**src/rtl/instr_sequencer_if.sv**
```systemverilog
// Sequencer bus: run control, instruction-memory port and
// issue stream towards the CU/datapath.
interface instr_sequencer_if #(
    parameter int ADDR_W  = 16,
    parameter int EPOCH_W = 8
);
    logic               start;
    logic               stop;
    logic [EPOCH_W-1:0] epochs;
    logic [ADDR_W-1:0]  loop_addr;
    logic [15:0]        instr_in;
    logic [ADDR_W-1:0]  pc;
    logic [15:0]        instruction_out;
    logic               instr_valid;
    logic               busy;
    logic               done;
    logic [EPOCH_W-1:0] epoch_cnt;

    modport master (
        input  start,
        input  stop,
        input  epochs,
        input  loop_addr,
        input  instr_in,
        output pc,
        output instruction_out,
        output instr_valid,
        output busy,
        output done,
        output epoch_cnt
    );

    modport slave (
        output start,
        output stop,
        output epochs,
        output loop_addr,
        output instr_in,
        input  pc,
        input  instruction_out,
        input  instr_valid,
        input  busy,
        input  done,
        input  epoch_cnt
    );
endinterface

```
**src/rtl/instr_sequencer.sv**
```systemverilog
// Program sequencer: fetches from a 1-cycle instruction memory,
// issues until END, and re-runs the loop body for N epochs.
module instr_sequencer #(
    parameter int               ADDR_W     = 16,
    parameter int               EPOCH_W    = 8,
    parameter logic [ADDR_W-1:0] START_ADDR = '0,
    parameter logic [3:0]       END_OPCODE = 4'hF
) (
    input logic               clock,
    input logic               reset,
    instr_sequencer_if.master bus
);

    typedef enum logic [1:0] {
        IDLE = 2'd0,
        RUN  = 2'd1,
        DONE = 2'd2
    } state_t;

    state_t             state, state_n;
    logic [ADDR_W-1:0]  pc_q, pc_n;
    logic [15:0]        instr_q, instr_n;
    logic               valid_q, valid_n;
    logic [EPOCH_W-1:0] epoch_q, epoch_n;
    logic               fetch_vld, fetch_n;
    logic [EPOCH_W-1:0] eff_q, eff_n;
    logic [ADDR_W-1:0]  loop_q, loop_n;

    logic [EPOCH_W:0]   ep_inc;
    logic               is_end;
    logic               more;

    assign ep_inc = {1'b0, epoch_q} + {{EPOCH_W{1'b0}}, 1'b1};
    assign is_end = (bus.instr_in[15:12] == END_OPCODE);
    assign more   = (ep_inc < {1'b0, eff_q});

    // State and datapath registers; async reset clears every output
    always_ff @(posedge clock or posedge reset) begin
        if (reset) begin
            state     <= IDLE;
            pc_q      <= '0;
            instr_q   <= 16'h0000;
            valid_q   <= 1'b0;
            epoch_q   <= '0;
            fetch_vld <= 1'b0;
            eff_q     <= '0;
            loop_q    <= '0;
        end else begin
            state     <= state_n;
            pc_q      <= pc_n;
            instr_q   <= instr_n;
            valid_q   <= valid_n;
            epoch_q   <= epoch_n;
            fetch_vld <= fetch_n;
            eff_q     <= eff_n;
            loop_q    <= loop_n;
        end
    end

    // Next-state: fetch/issue, END handling, epoch redirect, stop abort
    always_comb begin
        state_n = state;
        pc_n    = pc_q;
        instr_n = instr_q;
        valid_n = 1'b0;
        epoch_n = epoch_q;
        fetch_n = fetch_vld;
        eff_n   = eff_q;
        loop_n  = loop_q;
        unique case (state)
            IDLE: begin
                if (!bus.stop && bus.start) begin
                    pc_n    = START_ADDR;
                    epoch_n = '0;
                    eff_n   = (bus.epochs == '0) ? EPOCH_W'(1)
                                                 : bus.epochs;
                    loop_n  = bus.loop_addr;
                    fetch_n = 1'b0;
                    state_n = RUN;
                end
            end
            RUN: begin
                if (bus.stop) begin
                    fetch_n = 1'b0;
                    state_n = IDLE;
                end else begin
                    pc_n    = pc_q + ADDR_W'(1);
                    fetch_n = 1'b1;
                    if (fetch_vld) begin
                        if (!is_end) begin
                            instr_n = bus.instr_in;
                            valid_n = 1'b1;
                        end else begin
                            epoch_n = ep_inc[EPOCH_W-1:0];
                            if (more) begin
                                // word fetched from pc+1 is stale
                                pc_n    = loop_q;
                                fetch_n = 1'b0;
                            end else begin
                                state_n = DONE;
                            end
                        end
                    end
                end
            end
            DONE: begin
                fetch_n = 1'b0;
                state_n = IDLE;
            end
            default: begin
                state_n = IDLE;
            end
        endcase
    end

    assign bus.pc              = pc_q;
    assign bus.instruction_out = instr_q;
    assign bus.instr_valid     = valid_q;
    assign bus.busy            = (state == RUN);
    assign bus.done            = (state == DONE);
    assign bus.epoch_cnt       = epoch_q;

endmodule
```
**src/flat_wrapper.sv**
```systemverilog
// flat-port wrapper written by rule: the top's interface ports become plain ports
module instr_sequencer_flat 
#(
    parameter int               ADDR_W     = 16,
    parameter int               EPOCH_W    = 8,
    parameter logic [ADDR_W-1:0] START_ADDR = '0,
    parameter logic [3:0]       END_OPCODE = 4'hF
)
  (clock, reset, bus_start, bus_stop, bus_epochs, bus_loop_addr, bus_instr_in, bus_pc, bus_instruction_out, bus_instr_valid, bus_busy, bus_done, bus_epoch_cnt);
  instr_sequencer_if #(.ADDR_W(ADDR_W), .EPOCH_W(EPOCH_W)) bus_i ();
  input logic clock;
  input logic reset;
  input wire logic [$bits(bus_i.start)-1:0] bus_start;
  input wire logic [$bits(bus_i.stop)-1:0] bus_stop;
  input wire logic [$bits(bus_i.epochs)-1:0] bus_epochs;
  input wire logic [$bits(bus_i.loop_addr)-1:0] bus_loop_addr;
  input wire logic [$bits(bus_i.instr_in)-1:0] bus_instr_in;
  output wire logic [$bits(bus_i.pc)-1:0] bus_pc;
  output wire logic [$bits(bus_i.instruction_out)-1:0] bus_instruction_out;
  output wire logic [$bits(bus_i.instr_valid)-1:0] bus_instr_valid;
  output wire logic [$bits(bus_i.busy)-1:0] bus_busy;
  output wire logic [$bits(bus_i.done)-1:0] bus_done;
  output wire logic [$bits(bus_i.epoch_cnt)-1:0] bus_epoch_cnt;
  assign bus_i.start = bus_start;
  assign bus_i.stop = bus_stop;
  assign bus_i.epochs = bus_epochs;
  assign bus_i.loop_addr = bus_loop_addr;
  assign bus_i.instr_in = bus_instr_in;
  assign bus_pc = bus_i.pc;
  assign bus_instruction_out = bus_i.instruction_out;
  assign bus_instr_valid = bus_i.instr_valid;
  assign bus_busy = bus_i.busy;
  assign bus_done = bus_i.done;
  assign bus_epoch_cnt = bus_i.epoch_cnt;
  instr_sequencer #(.ADDR_W(ADDR_W), .EPOCH_W(EPOCH_W), .START_ADDR(START_ADDR), .END_OPCODE(END_OPCODE)) u_core (.clock(clock), .reset(reset), .bus(bus_i));
endmodule
```
**config.mk**
```make
export PLATFORM = sky130hd
export DESIGN_NAME = instr_sequencer_flat
export DESIGN_NICKNAME = d
export VERILOG_FILES = /design/src/rtl/instr_sequencer_if.sv /design/src/rtl/instr_sequencer.sv /design/src/flat_wrapper.sv
export SDC_FILE = /design/constraint.sdc
export NUM_CORES = 1
export LEC_CHECK = 0
export CORE_ASPECT_RATIO = 2
export CORE_MARGIN = 1.5
export CORE_UTILIZATION = 40
export CTS_BUF_LIST = sky130_fd_sc_hd__clkbuf_4 sky130_fd_sc_hd__clkbuf_8
export DETAILED_ROUTE_END_ITERATION = 10
export GPL_ROUTABILITY_DRIVEN = 0
export PLACE_DENSITY = 0.66
export SETUP_SLACK_MARGIN = 0.02
export SLEW_MARGIN = 20
export SYNTH_ARGS = -nofsm -noshare
export SYNTH_HDL_FRONTEND = slang
export SYNTH_SLANG_ARGS = --single-unit
```
**constraint.sdc**
```tcl
create_clock -name clock -period 4.6 [get_ports clock]
set_input_delay 0.69 -clock clock [delete_from_list [all_inputs] [get_ports clock]]
set_output_delay 0.69 -clock clock [all_outputs]
set_load 0.01 [all_outputs]
```
==> out/metrics.cfg <==
[status]
status=complete, no violations

[global_route]
track_usage=0.204
grt_overflow=0
grt_max_degree=39
grt_first_pass_wirelength_mm=13.6
grt_pass1_vias=2846
antenna_found_initial=0

[logic_synthesis]
seq_area_frac_synth=0.512
yosysTopAreaCellShare=0.512
synthesis.nets=389
synthTopCellsByArea=dfrtp_1, nand2_1, mux2_2
syn_avg_cell_area_um2=9.88
synth_edf_count=0
ys.flop_type=dfrtp_1
synthCells=336
syn_area_mm2=0.00332
ys_warn_count=0
synth_area_leader_cell=dfrtp_1
synthArstFlopShare=1.00
synth_cell_types=48
ys_ff_latch=68

[pwr]
leakage_nw=2.00
p_clk_frac=0.294
seqPwrFrac=0.460
p_comb_frac=0.246
p_int_w=0.00123
ir_drop_mv=0.218
sw_frac_of_total=0.281
switchingPower_w=0.000479
power-per-cell-area_mw_per_mm2=381

[route]
vias_per_cell=5.36
via_count=2816
firstDrtPassIters=4
routedWlPerCell_um=15.9
routed_wl_mm=8.34
drt_iter0_markers=158
detail-route-antenna-nets=0
drc_errors=0

[critical_path]
crit_path_max_fanout=11
arrival_ps=3680
crit_path_max_incr_delay_ps=660
critical-path-top-delay-family=simple AND/OR/NAND/NOR gates
worstPathCellList=ha_1 > and3_1 > nand3_1 > xnor2_1 > ha_1 > and3_1 > a221o_1 > a31oi_4 > nor3b_2 > a22oi_1 > o21ai_0
crit_path_end_kind=register
start_kind=register
worstPathRequired_ps=4880
critPathBufInv=0
slowest_stage=nor3b_2
critPathKind=register to register

[placement]
dp_hpwl_mm=6.14
dp_slack_ps=1180
dp.cells=510
io_buffers=86

[cells_and_area]
layout_commonest_cell=clkdlybuf4s50_1
n_antenna_cell=0
drive_above_1_share=0.0979
fin_cells=525
fin_util=0.559
layout_common_cells=clkdlybuf4s50_1, dfrtp_1, nand2_1
syn_to_final_growth_pct=34.7
fin_nets=478

[sta]
setup_viol_count_final=0
hold_viol=0
fin_crit_ps=3410
tns_ps=0
hold_ws_ps=479
rsz0062_at_grt=false
fin_ws_ps=1190
worst_pin_slew_ps=803
period_share=0.741
max_slew_margin=0.465
fmax_mhz=293
clock_skew_ps=9.03
slew_violations=0

[clock_tree]
numCtsBuffers=9
tritoncts=yes
cts.sinks=68
cts_resized=0
cts-root-buf=clkbuf_8
worstSkewPairLatency_ps=360
clkTransAtPathRegs_ps=70
holdBufCountCts=0
post_cts_buffers=0
htreeDepth=3
clk_path_buf_depth=2

[floorplanning]
die_h_um=132
dieArea_mm2=0.00889
row_count=46
num_io_pins=87
coreArea_mm2=0.00800
initial_utilization=0.415
die_w_um=67.4

[min_path]
hold_path_class=register to register

[job]
drv_cap=0

-- routing by layer --
metal | share of wire | routed length, um | vias up | GRT usage
met3 | 0.026 | 220 | 16 | 0.0316
met4 | 0.023 | 193 | 0 | 0.0907
met1 | 0.38 | 3160 | 1393 | 0.232
met2 | 0.57 | 4770 | 51 | 0.360
met5 | 0 | 0 | - | 0
li1 | - | - | 1356 | -
-- synthesized netlist by cell type, types with 2 or more instances --
cell type,n
xor2_1,5
mux2i_1,3
buf_2,3
nor2_1,16
o311ai_1,2
and4_1,3
and3_1,8
a221o_1,2
a21oi_1,16
nor2b_1,4
o22a_1,2
ha_1,9
nand4_1,5
a22o_1,5
a22oi_1,4
or3_1,2
dfrtp_1,68
o21ai_0,24
o22ai_1,2
buf_4,2
nor3b_2,2
a32oi_1,4
xnor2_1,3
nand3_1,10
o21ai_1,3
nor3_1,3
nand2_1,64
inv_1,20
clkbuf_1,5
mux2_2,16
a21o_1,4
-- through the flow --
stage               instance area, um2  power [W]
global route                      4470    0.00179
floorplan                         3320   0.000977
global placement                  4270    0.00121
CTS                               4470    0.00173
detailed placement                4280    0.00122
finish                            4470    0.00171
-- power by group through the flow --
stage	sequential, W	clock [W]	combinational (W)
final	0.000784	0.000502	0.000419
after floorplan	0.000814	0	0.000163
after global routing	0.000797	0.000536	0.000461
after global placement	0.000791	0	0.000420
after CTS	0.000784	0.000514	0.000428
after detailed placement	0.000795	0	0.000427
-- path summary, 6_finish.rpt --
| path | start | to | slack (ps) | depth (start not counted) |
|---|---|---|---|---|
| setup / recovery | u_core.bus.epoch_cnt[0] | u_core.bus.pc[5] | 1190 | 11 |
| hold / removal | u_core.bus.instruction_out[10] | u_core.bus.instruction_out[10] | 480 | 2 |
| setup reg to reg | u_core.bus.epoch_cnt[0] | u_core.bus.pc[5] | 1190 | 11 |
| hold reg to reg | u_core.bus.instruction_out[10] | u_core.bus.instruction_out[10] | 480 | 2 |
| max in group asynchronous | reset | u_core.bus.epoch_cnt[5] | 2900 | 3 |
| min in group asynchronous | reset | u_core.loop_q[1] | 800 | 2 |
-- state kept, by name, indices dropped and copies added (netlist names) --
name and flops:
u_core.bus.epoch_cnt 8, u_core.bus.instr_valid 1, u_core.bus.instruction_out 16, u_core.bus.pc 16
u_core.eff_q 8, u_core.fetch_vld 1, u_core.loop_q 16, u_core.state 2
-- tightest hold or removal path, cell delays in order, from the launching register on --
cell and delay [ps]:
dfrtp_1 340, nand2_1 50, nand2_1 60
-- logic make-up (layout without fill, tap and decap cells) --
family	after synthesis	count (layout)	share of synthesized area
compound gates	77	77	0.156
xor+xnor	8	8	0.0211
fa+ha+maj	9	9	0.0339
buf+inv	31	124	0.0384
flops	68	68	0.512
mux	19	19	0.0633
simple gates	124	124	0.175
-- cell type report --
class | count | area, um2
Timing Repair Buffer | 88 | 876
Multi-Input combinational cell | 237 | 1500
Clock inverter | 2 | 35.0
Fill cell | 753 | 3530
Inverter | 21 | 78.8
Sequential cell | 68 | 1700
Clock buffer | 13 | 160
Tap cell | 96 | 120
Power figures use the tool's default switching activity.
